--- src/rtl/uart_rx_fifo_ctrl_if.sv ---
// Bundle of receiver-side strobes, FIFO read port and status for uart_rx_fifo_ctrl.
// slave is the controller's view; master is the receiver/register-file side.
interface uart_rx_fifo_ctrl_if #(
  parameter int AW = 4
);
  logic          fifo_write;
  logic [7:0]    rx_byte;
  logic          parity_err;
  logic          framing_error;
  logic          stop_strobe;
  logic          clear_parity;
  logic          clear_framing_error;
  logic          rd_en;
  logic          rd_valid;
  logic [7:0]    rd_data;
  logic          rd_parity_err;
  logic          rd_framing_err;
  logic [AW:0]   count;
  logic          afull;
  logic          overflow;
  logic          clear_overflow;
  logic          flush;

  modport slave (
    input  fifo_write, rx_byte, parity_err, framing_error, stop_strobe,
           rd_en, clear_overflow, flush,
    output clear_parity, clear_framing_error, rd_valid, rd_data,
           rd_parity_err, rd_framing_err, count, afull, overflow
  );

  modport master (
    output fifo_write, rx_byte, parity_err, framing_error, stop_strobe,
           rd_en, clear_overflow, flush,
    input  clear_parity, clear_framing_error, rd_valid, rd_data,
           rd_parity_err, rd_framing_err, count, afull, overflow
  );
endinterface

--- src/rtl/uart_rx_fifo_ctrl.sv ---
// UART receive capture sequencer and first-word-fall-through FIFO.
// Define RX_ERR_TAG_EN to tag entries with parity/framing status and wait for the stop bit.
module uart_rx_fifo_ctrl #(
  parameter int DEPTH       = 16,
  parameter int AW          = 4,
  parameter int AFULL_LEVEL = 12
) (
  input  logic clk,
  input  logic reset_n,
  uart_rx_fifo_ctrl_if.slave bus
);

`ifdef RX_ERR_TAG_EN
  localparam int EW = 10;
`else
  localparam int EW = 8;
`endif

  localparam logic [AW:0] DEPTH_C = (AW + 1)'(DEPTH);
  localparam logic [AW:0] AFULL_C = (AW + 1)'(AFULL_LEVEL);

  typedef enum logic [1:0] {
    IDLE      = 2'd0,
    WAIT_STOP = 2'd1,
    COMMIT    = 2'd2
  } state_t;

  state_t        state, state_nxt;
  logic [EW-1:0] hold, hold_nxt;
  logic [EW-1:0] new_entry;
  logic          load, stop_hit, commit_req;
  logic          clr_par_q, clr_fe_q;
  logic [AW-1:0] wr_ptr, rd_ptr;
  logic [AW:0]   count_q;
  logic          overflow_q;
  logic          full, do_read, wr_ok, ovf_set;
  logic [EW-1:0] mem [DEPTH];
  logic [EW-1:0] head;

`ifdef RX_ERR_TAG_EN
  assign new_entry = {1'b0, bus.parity_err, bus.rx_byte};
`else
  assign new_entry = bus.rx_byte;
  logic unused_sink;
  assign unused_sink = &{1'b0, bus.parity_err, bus.framing_error, bus.stop_strobe};
`endif

  // A second start strobe while waiting for the stop bit commits the held byte untagged.
  always_comb begin
    state_nxt  = state;
    hold_nxt   = hold;
    load       = 1'b0;
    stop_hit   = 1'b0;
    commit_req = 1'b0;
    case (state)
      IDLE: begin
        if (!bus.fifo_write) begin
          load = 1'b1;
`ifdef RX_ERR_TAG_EN
          state_nxt = WAIT_STOP;
`else
          state_nxt = COMMIT;
`endif
        end
      end
`ifdef RX_ERR_TAG_EN
      WAIT_STOP: begin
        if (bus.stop_strobe) begin
          stop_hit  = 1'b1;
          state_nxt = COMMIT;
        end else if (!bus.fifo_write) begin
          commit_req = 1'b1;
          load       = 1'b1;
        end
      end
`endif
      COMMIT: begin
        commit_req = 1'b1;
        state_nxt  = IDLE;
      end
      default: state_nxt = IDLE;
    endcase
    if (load) hold_nxt = new_entry;
`ifdef RX_ERR_TAG_EN
    if (stop_hit) hold_nxt[9] = bus.framing_error;
`endif
  end

  assign full    = (count_q == DEPTH_C);
  assign do_read = bus.rd_en && (count_q != '0);
  assign wr_ok   = commit_req && !bus.flush && (!full || do_read);
  assign ovf_set = commit_req && !bus.flush && full && !do_read;

  always_ff @(posedge clk or negedge reset_n) begin
    if (!reset_n) begin
      state     <= IDLE;
      hold      <= '0;
      clr_par_q <= 1'b0;
      clr_fe_q  <= 1'b0;
    end else begin
      state     <= state_nxt;
      hold      <= hold_nxt;
      clr_par_q <= load;
      clr_fe_q  <= stop_hit;
    end
  end

  // Flush overrides any write or read landing on the same edge.
  always_ff @(posedge clk or negedge reset_n) begin
    if (!reset_n) begin
      wr_ptr     <= '0;
      rd_ptr     <= '0;
      count_q    <= '0;
      overflow_q <= 1'b0;
    end else begin
      if (bus.flush) begin
        wr_ptr  <= '0;
        rd_ptr  <= '0;
        count_q <= '0;
      end else begin
        if (wr_ok)   wr_ptr <= wr_ptr + AW'(1);
        if (do_read) rd_ptr <= rd_ptr + AW'(1);
        case ({wr_ok, do_read})
          2'b10:   count_q <= count_q + (AW + 1)'(1);
          2'b01:   count_q <= count_q - (AW + 1)'(1);
          default: count_q <= count_q;
        endcase
      end
      if (bus.clear_overflow) overflow_q <= 1'b0;
      else if (ovf_set)       overflow_q <= 1'b1;
    end
  end

  always_ff @(posedge clk) begin
    if (wr_ok) mem[wr_ptr] <= hold;
  end

  assign head                    = mem[rd_ptr];
  assign bus.rd_valid            = (count_q != '0);
  assign bus.rd_data             = bus.rd_valid ? head[7:0] : 8'h00;
  assign bus.count               = count_q;
  assign bus.afull               = (count_q >= AFULL_C);
  assign bus.overflow            = overflow_q;
`ifdef RX_ERR_TAG_EN
  assign bus.rd_parity_err       = bus.rd_valid & head[8];
  assign bus.rd_framing_err      = bus.rd_valid & head[9];
  assign bus.clear_parity        = clr_par_q;
  assign bus.clear_framing_error = clr_fe_q;
`else
  assign bus.rd_parity_err       = 1'b0;
  assign bus.rd_framing_err      = 1'b0;
  assign bus.clear_parity        = 1'b0;
  assign bus.clear_framing_error = 1'b0;
  logic unused_clr;
  assign unused_clr = &{1'b0, clr_par_q, clr_fe_q, stop_hit};
`endif

endmodule

--- src/flat_wrapper.sv ---
// flat-port wrapper written by rule: the top's interface ports become plain ports
module uart_rx_fifo_ctrl_flat 
#(
  parameter int DEPTH       = 16,
  parameter int AW          = 4,
  parameter int AFULL_LEVEL = 12
)
  (clk, reset_n, bus_fifo_write, bus_rx_byte, bus_parity_err, bus_framing_error, bus_stop_strobe, bus_rd_en, bus_clear_overflow, bus_flush, bus_clear_parity, bus_clear_framing_error, bus_rd_valid, bus_rd_data, bus_rd_parity_err, bus_rd_framing_err, bus_count, bus_afull, bus_overflow);
  uart_rx_fifo_ctrl_if #(.AW(AW)) bus_i ();
  input  logic clk;
  input  logic reset_n;
  input wire logic [$bits(bus_i.fifo_write)-1:0] bus_fifo_write;
  input wire logic [$bits(bus_i.rx_byte)-1:0] bus_rx_byte;
  input wire logic [$bits(bus_i.parity_err)-1:0] bus_parity_err;
  input wire logic [$bits(bus_i.framing_error)-1:0] bus_framing_error;
  input wire logic [$bits(bus_i.stop_strobe)-1:0] bus_stop_strobe;
  input wire logic [$bits(bus_i.rd_en)-1:0] bus_rd_en;
  input wire logic [$bits(bus_i.clear_overflow)-1:0] bus_clear_overflow;
  input wire logic [$bits(bus_i.flush)-1:0] bus_flush;
  output wire logic [$bits(bus_i.clear_parity)-1:0] bus_clear_parity;
  output wire logic [$bits(bus_i.clear_framing_error)-1:0] bus_clear_framing_error;
  output wire logic [$bits(bus_i.rd_valid)-1:0] bus_rd_valid;
  output wire logic [$bits(bus_i.rd_data)-1:0] bus_rd_data;
  output wire logic [$bits(bus_i.rd_parity_err)-1:0] bus_rd_parity_err;
  output wire logic [$bits(bus_i.rd_framing_err)-1:0] bus_rd_framing_err;
  output wire logic [$bits(bus_i.count)-1:0] bus_count;
  output wire logic [$bits(bus_i.afull)-1:0] bus_afull;
  output wire logic [$bits(bus_i.overflow)-1:0] bus_overflow;
  assign bus_i.fifo_write = bus_fifo_write;
  assign bus_i.rx_byte = bus_rx_byte;
  assign bus_i.parity_err = bus_parity_err;
  assign bus_i.framing_error = bus_framing_error;
  assign bus_i.stop_strobe = bus_stop_strobe;
  assign bus_i.rd_en = bus_rd_en;
  assign bus_i.clear_overflow = bus_clear_overflow;
  assign bus_i.flush = bus_flush;
  assign bus_clear_parity = bus_i.clear_parity;
  assign bus_clear_framing_error = bus_i.clear_framing_error;
  assign bus_rd_valid = bus_i.rd_valid;
  assign bus_rd_data = bus_i.rd_data;
  assign bus_rd_parity_err = bus_i.rd_parity_err;
  assign bus_rd_framing_err = bus_i.rd_framing_err;
  assign bus_count = bus_i.count;
  assign bus_afull = bus_i.afull;
  assign bus_overflow = bus_i.overflow;
  uart_rx_fifo_ctrl #(.DEPTH(DEPTH), .AW(AW), .AFULL_LEVEL(AFULL_LEVEL)) u_core (.clk(clk), .reset_n(reset_n), .bus(bus_i));
endmodule
--- config.mk ---
export PLATFORM = sky130hd
export DESIGN_NAME = uart_rx_fifo_ctrl_flat
export DESIGN_NICKNAME = d
export VERILOG_FILES = /design/src/rtl/uart_rx_fifo_ctrl_if.sv /design/src/rtl/uart_rx_fifo_ctrl.sv /design/src/flat_wrapper.sv
export SDC_FILE = /design/constraint.sdc
export NUM_CORES = 1
export LEC_CHECK = 0
export BUFFER_PORTS_ARGS = -buffer_cell sky130_fd_sc_hd__buf_2
export CORE_MARGIN = 2
export CORE_UTILIZATION = 40
export CTS_CLUSTER_DIAMETER = 200
export DETAILED_ROUTE_END_ITERATION = 6
export PLACE_DENSITY = 0.57
export SYNTH_ARGS = -nofsm -noshare
export SYNTH_HDL_FRONTEND = slang
export SYNTH_SLANG_ARGS = --single-unit
--- constraint.sdc ---
create_clock -name clk -period 3.5 [get_ports clk]
set_clock_uncertainty 0.1 [all_clocks]
set_input_delay 0.35 -clock clk [delete_from_list [all_inputs] [get_ports clk]]
set_output_delay 0.35 -clock clk [all_outputs]
set_load 0.005 [all_outputs]
==> results of run 1 <==
## Yosys cell counts, drive strengths merged (3+ instances only)
master,instances,area [um^2]
and2,13,83.8
a31oi,3,18.8
nand2b,3,18.8
nand3,9,45.0
inv,12,45.0
o21ai,4,23.8
mux2i,17,170
nor3,3,20.0
xor2,4,35.0
clkbuf,11,41.3
dfrtp,23,576
buf,13,86.3
o211ai,3,22.5
edfxtp,128,3840
nor2,13,48.8
mux2,9,105
o22ai,8,50.1
mux4,32,721
a21oi,6,30.0
ha,7,87.6
o2111ai,5,50.0
nand2,8,30.0
## state kept, by name, indices dropped and copies added, names as in the netlist
register / count
u_core.rd_ptr: 4
u_core.bus.count: 5
u_core.mem: 128
u_core.bus.overflow: 1
u_core.hold: 8
u_core.wr_ptr: 4
u_core.state: 1
## worst max-delay path, cell delays in order (launching register included)
cell and delay (ns):
dfrtp_2 0.48, buf_12 0.29, mux4_2 0.53, mux2i_1 0.19, o22ai_1 0.19, buf_2 0.17
## area by class of cell
| class | count | area [um^2] | area share (%) |
|---|---|---|---|
| inverters | 12 | 45.0 | 0.613 |
| repair buffers | 36 | 215 | 2.93 |
| flip-flops and latches | 151 | 4420 | 60.1 |
| clock buffers | 17 | 425 | 5.79 |
| well taps | 216 | 270 | 3.68 |
| multi-input cells | 176 | 1770 | 24.1 |
| clock inverters | 15 | 200 | 2.72 |
## final timing paths
check	to	cells past startpoint	from	slack, ns
min in group asynchronous	u_core.bus.count[0]$_DFFE_PN0P_	2	reset_n	0.35
setup / recovery	bus_rd_data[6]	5	u_core.rd_ptr[0]$_DFFE_PN0P_	0.75
hold / removal	u_core.hold[5]$_DFFE_PN0P_	2	bus_rx_byte[5]	0.06
max in group asynchronous	u_core.rd_ptr[0]$_DFFE_PN0P_	2	reset_n	2.55
hold reg to reg	u_core.bus.overflow$_DFFE_PN0P_	2	u_core.bus.overflow$_DFFE_PN0P_	0.41
setup reg to reg	u_core.bus.count[4]$_DFFE_PN0P_	9	u_core.bus.count[2]$_DFFE_PN0P_	0.92
## power by group through the flow
stage	Sequential [mW]	Combinational [mW]	Clock (mW)
floorplan	2.16	0.822	0
global placement	2.24	1.06	0
detailed placement	2.25	1.07	0
CTS	2.21	1.07	1.93
global route	2.23	1.15	2.01
finish	2.21	1.05	1.90
## metal layers
layer / wire length [um] / part of all wire (%) / up-vias
met5: 0 / 0 / -
met4: 171 / 1.4 / 0
met3: 447 / 3.6 / 15
met2: 6540 / 52 / 58
met1: 5370 / 43 / 1757
li1: - / - / 1493
## through the flow
| stage | cells | worst slack [ns] |
|---|---|---|
| after CTS | 623 | 0.694 |
| final | 623 | 0.754 |
| after global placement | 589 | 0.910 |
| after global routing | 623 | 0.548 |
| after detailed placement | 589 | 0.909 |
| after floorplan | 363 | 0.812 |
## layout by cell type, fill, tap and decap left out, drive strengths merged, types with 2 or more instances in the layout
master       instances
a21oi                6
mux2i               17
conb                 4
ha                   7
nor4b                2
nor4                 2
mux4                32
mux2                 9
or2                  2
edfxtp             128
dlygate4sd3          2
o211ai               3
a31oi                3
inv                 14
clkinv               7
bufinv               4
o22ai                8
nand3                9
clkinvlp             2
o21a                 2
and2                13
nand2                8
or3                  2
dfrtp               23
nor2                13
o2111ai              5
xnor2                2
o21ai                4
clkbuf              17
buf                 34
nor3                 3
xor2                 4
nand2b               3
a211oi               2
and4                 2
## cells by family after synthesis
logic type	synth area share (%)
DFF	69.5
and+or+nand+nor	5.67
muxes	15.7
AOI/OAI and AO/OA	4.13
buffers and inverters	2.72
adders and majority gates	1.38
xor gates and xnor gates	0.827
other	0.0590
==> flow_summary.toml, run 1 <==
[logic_synthesis]
ys.flop_type = "edfxtp_1"
ys_seq_elements = 151
synth-edff-count = 128
netlist_area_um2 = 6350
syn_inst = 360
yosysUniqueCellTypes = 49
yosysSeqAreaShare_pct = 69.5
yosys_warnings = 0
synthArstFlopShare_pct = 15.2
avgSynthCellArea_um2 = 17.7

[global_routing]
grt.overflow.total = 0
grt_max_degree = 33
met1_usage_pct = 20.7
top_usage_layer = "met2"
grtUsageTotal_pct = 16.2
antenna_found_initial = 0
met3_usage_pct = 3.94
grtUsageMet2_pct = 26.9
grt_pass1_vias = 3383
grt_pass1_wl_um = 19300

[outcome]
status = "finished clean"

[clocking]
cts_hold_buf = 2
htreeDepth = 4
cts_root_buf = "clkbuf_16"
tritoncts = "built"
insertion_delay_ns = 0.42
cts_buffers = 17
clk_pin_slew_ns = 0.06
clock_path_buffers = 2
clock_sinks = 151
cts_setup_buffers = 0
cts_resized = 0

[layout]
fill_cells = 1354
diodes = 0
post-route-util_pct = 46.8
area_growth_pct = 15.7
layout-drive-gt1-share_pct = 28.0
final_cell_area_um2 = 7350
final_nets = 418

[detailed_routing]
drtPass1Iterations = 4
drc = 0
drt_wl_total_um = 12500
drt_iter0_drc = 271
wl_per_cell_um = 20.1
vias_per_cell = 5.33
num_vias = 3323
ant_nets = 0

[floorplan]
fp-row-count = 46
die_w_um = 130
start_util_pct = 40.4
core_um2 = 15700
die_area_um2 = 16900
die_y_um = 130
io_pins = 37

[power]
p_clk_share_pct = 36.9
p_seq_share_pct = 42.8
leakage_nw = 2.47
switching_share_pct = 26.5
combPwrFrac_pct = 20.3
finalPower_mw = 5.16
max-vdd-ir-drop_uv = 381
switchingPower_mw = 1.37
p_int_mw = 3.79
power_density_nw_per_um2 = 702

[timing]
maxSlewViolCount = 0
worst_slew_pin_slew_ns = 1.13
min_period_ns = 2.75
finalCritPeriodShare_pct = 78.5
setup_violations = 0
rsz0062_at_grt = "no"
timing.hold.ws_ns = 0.0619
relSlewSlack_pct = 24.6
hold_violations = 0
setup-tns-final_ns = 0
fmax_mhz = 364

[flow_run]
maxCapViolCount = 0

[placed_design]
gp_congestion = 0.794
numPortBuffers = 29
dp_hpwl_um = 8250
placed_cell_area_um2 = 6710

[worst_setup_path]
cp-start-kind = "flop"
setup.worst_path.end_class = "output port"
crit_type = "reg2out"
critPathArrivalTime_ns = 2.30
worstPathMaxFanout = 30
cp.required_ns = 3.05

[min_path]
hold_path_class = "in2reg"
Power figures use the tool's default switching activity.
==> run 2: changes to the inputs <==
--- a/config.mk
+++ b/config.mk
@@ -10,7 +10,7 @@
 export CORE_UTILIZATION = 40
 export CTS_CLUSTER_DIAMETER = 200
 export DETAILED_ROUTE_END_ITERATION = 6
-export PLACE_DENSITY = 0.57
+export PLACE_DENSITY = 0.59
 export SYNTH_ARGS = -nofsm -noshare
 export SYNTH_HDL_FRONTEND = slang
 export SYNTH_SLANG_ARGS = --single-unit
==> constraint.sdc (replaced) <==
create_clock -name clk -period 2.4 [get_ports clk]
set_clock_uncertainty 0.1 [all_clocks]
set_input_delay 0.24 -clock clk [delete_from_list [all_inputs] [get_ports clk]]
set_output_delay 0.24 -clock clk [all_outputs]
set_load 0.005 [all_outputs]
==> run 2 against run 1 <==
Against the previous run: the flow now finishes with violations (setup timing); core utilization up 2.5 points; global-route usage up 0.37 points; sequential cell count unchanged; critical path depth up 1; combinational power up 96%; via count up 3.4%; sequential power up 44%; clock-buffer cell count up 2; worst hold slack worse by 0.018 ns; register-to-register slack worse by 0.79 ns; cell count up 5.6%; largest power group unchanged; highest routed layer unchanged.
==> flow_summary.toml, run 2 (synthesis gave the netlist of run 1 again) <==
[worst_setup_path]
crit_chain = "buf_12 -> buf_12 -> mux4_2 -> mux2i_2 -> o22ai_2 -> buf_2"
path_buf_inv = 3
cp_common_cell = "buf_12"
crit_type = "reg2out"
crit_family = "multiplexers"
critPathArrivalTime_ns = 2.14
cpMaxStageDelayCell = "dfrtp_4"
worstPathMaxFanout = 7
cp-start-kind = "flop"
setup.worst_path.end_class = "output port"
cp.required_ns = 2.06
slowest_delay_ns = 0.49

[detailed_routing]
wl_per_cell_um = 19.7
drt_iter0_drc = 246
num_vias = 3437
drtPass1Iterations = 4
ant_nets = 0
vias_per_cell = 5.22
drt_wl_total_um = 12900
drc = 0

[timing]
setup-tns-final_ns = -0.260
maxSlewViolCount = 0
hold_violations = 0
relSlewSlack_pct = 61.4
fmax_mhz = 404
min_period_ns = 2.48
finalWorstSetupSlack_ns = -0.0751
rsz0062_at_grt = "yes"
finalCritPeriodShare_pct = 103
worst_slew_pin_slew_ns = 0.579
setup_violations = 7

[layout]
largest-register = "u_core.mem"
largest_reg_flops = 128
mostFrequentLayoutCell = "edfxtp_1"
layout.cells.most_common_list = "edfxtp_1 (128), mux4_2 (32), buf_2 (29), buf_4 (27), dfrtp_1 (22)"
diodes = 0
layout-drive-gt1-share_pct = 36.4
final_nets = 457
final_cell_area_um2 = 7750
area_growth_pct = 21.9
fill_cells = 1319

[power]
finalPower_mw = 7.61
max-vdd-ir-drop_uv = 511
power_density_nw_per_um2 = 983
leakage_nw = 2.68

[clocking]
clock_path_buffers = 2
cts_root_buf = "clkbuf_16"
cts_buffers = 17
htreeDepth = 4
clk_pin_slew_ns = 0.05
tritoncts = "built"
clock_sinks = 151
insertion_delay_ns = 0.42

[global_routing]
grt_pass1_wl_um = 20100
grt.overflow.total = 0
grt_pass1_vias = 3572
antenna_found_initial = 0
grt_max_degree = 33
grtUsageTotal_pct = 16.5

[flow_run]
maxCapViolCount = 0

[floorplan]
die_y_um = 130
core_um2 = 15700
die_w_um = 130
start_util_pct = 40.4
die_area_um2 = 16900
fp-row-count = 46
io_pins = 37

[placed_design]
numPortBuffers = 29
dp_hpwl_um = 8370
gp_congestion = 0.808
placed_cell_area_um2 = 6930

[outcome]
violations = "setup timing"
status = "finished, violations left"

[min_path]
hold_path_class = "in2reg"
==> run 2: cell types whose count changed in the layout (fill, tap and decap cells not counted), moves of 2 or more <==
cell,change
buf_4,+23
dlygate4sd3_1,+8
mux2i_1,-7
mux2i_2,+7
buf_12,+5
o22ai_1,-5
o22ai_2,+5
and2_1,-4
and2_2,+4
bufinv_16,-3
buf_6,+2
clkbuf_1,+2
clkinv_4,-2
nand2_1,-2
==> run 2: cell type report <==
class / instances / area (um^2) / share of cell area (%)
Sequential cell: 151 / 4420 / 57.1
Multi-Input combinational cell: 176 / 1880 / 24.2
Timing Repair Buffer: 75 / 618 / 7.98
Clock buffer: 19 / 433 / 5.59
Tap cell: 216 / 270 / 3.49
Clock inverter: 9 / 81.3 / 1.05
Inverter: 12 / 45.0 / 0.581
==> run 2: repair_timing <==
item / 4_1_cts / 5_1_grt
pin swaps: 4 / 5
setup buffers: 5 / 3
gates cloned: 1 / 0
endpoints found under the setup margin: 8 / 33
endpoints found under the hold margin: 32 / 0
hold buffers: 10 / 0
gates resized for setup: 18 / 11
==> run 2: final timing paths <==
kind                       cells past startpoint  slack [ns]                         endpoint                            start
setup / recovery                               6       -0.08                   bus_rd_data[4]     u_core.rd_ptr[0]$_DFFE_PN0P_
hold / removal                                 2        0.04     u_core.rd_ptr[3]$_DFFE_PN0P_                        bus_flush
setup reg to reg                               8        0.13  u_core.bus.count[4]$_DFFE_PN0P_  u_core.bus.count[1]$_DFFE_PN0P_
hold reg to reg                                2        0.43  u_core.bus.overflow$_DFFE_PN0P_  u_core.bus.overflow$_DFFE_PN0P_
max in group asynchronous                      2        1.53     u_core.rd_ptr[0]$_DFFE_PN0P_                          reset_n
min in group asynchronous                      2        0.24     u_core.wr_ptr[0]$_DFFE_PN0P_                          reset_n
==> run 2: per-layer routing <==
| metal | routed length (um) | track usage [%] |
|---|---|---|
| met4 | 182 | 5.69 |
| met5 | 0 | 0 |
| met2 | 6580 | 26.9 |
| met1 | 5800 | 22.1 |
| met3 | 369 | 3.94 |
==> run 2: where the power goes <==
| group | internal (mW) | switching, mW | total, mW | leakage [nW] |
|---|---|---|---|---|
| sequential | 3.01 | 0.172 | 3.18 | 1.45 |
| combinational | 1.12 | 0.935 | 2.06 | 0.983 |
| clock | 1.39 | 0.980 | 2.37 | 0.250 |
| total | 5.53 | 2.09 | 7.61 | 2.68 |
==> run 2: metrics by stage <==
| step | hold WS [ns] | setup WS (ns) | cells | util, % |
|---|---|---|---|---|
| floorplan | -0.156 | 0.00471 | 363 | - |
| global placement | 0.164 | 0.162 | 611 | 44.1 |
| detailed placement | 0.174 | 0.123 | 611 | 44.1 |
| CTS | 0.0161 | -0.100 | 655 | 48.9 |
| global route | 0.0523 | -0.133 | 658 | 49.3 |
| finish | 0.0438 | -0.0751 | 658 | 49.3 |
==> run 3: changes to the inputs <==
--- a/config.mk
+++ b/config.mk
@@ -7,10 +7,10 @@
 export LEC_CHECK = 0
 export BUFFER_PORTS_ARGS = -buffer_cell sky130_fd_sc_hd__buf_2
 export CORE_MARGIN = 2
-export CORE_UTILIZATION = 40
+export CORE_UTILIZATION = 38
 export CTS_CLUSTER_DIAMETER = 200
 export DETAILED_ROUTE_END_ITERATION = 6
-export PLACE_DENSITY = 0.59
+export PLACE_DENSITY = 0.57
 export SYNTH_ARGS = -nofsm -noshare
 export SYNTH_HDL_FRONTEND = slang
 export SYNTH_SLANG_ARGS = --single-unit
==> run 3 against run 2 <==
Against the previous run: the flow still finishes with violations (setup timing); sequential share of layout area decreased by 0.60 points; via count decreased by 0.26%; final area increased by 1.1%; highest routed layer unchanged.
==> flow_summary.toml, run 3 (synthesis gave the netlist of run 1 again) <==
[outcome]
status = "finished, violations left"
violations = "setup timing"

[floorplan]
fp-row-count = 47
io_pins = 37
die_y_um = 133
start_util_pct = 38.6
core_um2 = 16500
die_area_um2 = 17800
die_w_um = 133

[global_routing]
grt.overflow.total = 0
grtUsageTotal_pct = 16.0
grt_pass1_wl_um = 20800
grt_pass1_vias = 3653
antenna_found_initial = 0
grt_max_degree = 33

[worst_setup_path]
r2r_slack_ns = 0.15
cp-start-kind = "flop"
critPathArrivalTime_ns = 2.08
setup.worst_path.end_class = "output port"
r2r-start = "u_core.bus.count[3]$_DFFE_PN0P_"
worstPathMaxFanout = 11
cp.required_ns = 2.06
crit_path_start = "u_core.rd_ptr[0]$_DFFE_PN0P_"
crit_type = "reg2out"

[placed_design]
numPortBuffers = 29
dp_hpwl_um = 8540
placed_cell_area_um2 = 7000
gp_congestion = 0.846
post-place-ws_ns = 0.0849
dp.cells = 617

[clocking]
clk_pin_slew_ns = 0.06
clock_path_buffers = 2
cts_root_buf = "clkbuf_16"
insertion_delay_ns = 0.42
htreeDepth = 4
clock_sinks = 151
tritoncts = "built"
cts_buffers = 17

[timing]
finalCritPeriodShare_pct = 101
setup_violations = 4
fmax_mhz = 413
maxSlewViolCount = 0
hold_violations = 0
min_period_ns = 2.42
relSlewSlack_pct = 57.0
worst_slew_pin_slew_ns = 0.645
rsz0062_at_grt = "yes"
finalWorstSetupSlack_ns = -0.0228

[layout]
final_nets = 453
layout-drive-gt1-share_pct = 37.3
instances_no_fill = 662
largest_reg_flops = 128
area_growth_pct = 23.3
mostFrequentLayoutCell = "edfxtp_1"
layout.cells.most_common_list = "edfxtp_1 (128), mux4_2 (32), buf_2 (29), buf_4 (21), dfrtp_1 (20)"
post-route-util_pct = 47.6
fill_cells = 1413
diodes = 0
largest-register = "u_core.mem"
final_cell_area_um2 = 7830

[flow_run]
maxCapViolCount = 0

[min_path]
hold_path_class = "in2reg"
holdCritStartpoint = "bus_fifo_write"

[detailed_routing]
vias_per_cell = 5.18
drc = 0
drt_iter0_drc = 226
num_vias = 3428
drt_wl_total_um = 13200
drtPass1Iterations = 4
wl_per_cell_um = 19.9
ant_nets = 0

[power]
power_density_nw_per_um2 = 1000
max-vdd-ir-drop_uv = 553
leakage_nw = 2.69
[run 3: metrics by stage]
stage	TNS [ns]	power (mW)	hold slack [ns]
final	-0.0586	7.84	0.0580
after global routing	-0.715	8.17	0.0502
after CTS	-0.375	7.87	0.0380
after detailed placement	0	5.04	0.155
after global placement	0	5.01	0.150
after floorplan	0	4.38	-0.156
[run 3: critical path: stages, from the launching register on]
cell,delay [ns]
dfrtp_4,0.49
buf_12,0.18
mux4_2,0.52
mux2i_2,0.21
o22ai_1,0.11
buf_2,0.14
[run 3: final cells by class]
type | instances | area [um^2] | area share (%)
multi-input cells | 176 | 1880 | 24.0
inverters | 12 | 45.0 | 0.575
clock inverters | 15 | 181 | 2.32
well taps | 220 | 275 | 3.51
flip-flops and latches | 151 | 4430 | 56.5
repair buffers | 71 | 604 | 7.71
clock buffers | 17 | 425 | 5.43
[run 3: what timing repair did]
action / CTS / global route
gates cloned: 0 / 0
hold endpoints to repair: 35 / 0
hold buffers: 11 / 0
setup endpoints to repair: 8 / 73
pin swaps: 1 / 1
buffers inserted: 2 / 0
gates resized for setup: 13 / 12
[run 3: path summary, 6_finish.rpt]
check | end | cells after the start
worst max-delay path | bus_rd_data[4] | 5
worst min-delay path | u_core.state[1]$_DFFE_PN0P_ | 3
worst max register to register | u_core.bus.count[4]$_DFFE_PN0P_ | 8
worst min register to register | u_core.bus.overflow$_DFFE_PN0P_ | 2
max in group asynchronous | u_core.rd_ptr[0]$_DFFE_PN0P_ | 2
min in group asynchronous | u_core.bus.count[3]$_DFFE_PN0P_ | 2
[run 3: report_power, final]
group | total (mW) | internal, mW | switching (mW)
clock | 2.71 | 1.58 | 1.13
sequential | 3.21 | 3.01 | 0.196
combinational | 1.92 | 1.01 | 0.909
total | 7.84 | 5.60 | 2.24
[run 3: per-layer routing]
| layer | up-vias | part of all wire (%) | track usage (%) |
|---|---|---|---|
| li1 | 1564 | - | - |
| met1 | 1779 | 45 | 20.4 |
| met2 | 71 | 50 | 26.9 |
| met3 | 14 | 3.3 | 3.50 |
| met4 | 0 | 1.5 | 6.21 |
| met5 | - | 0 | 0 |
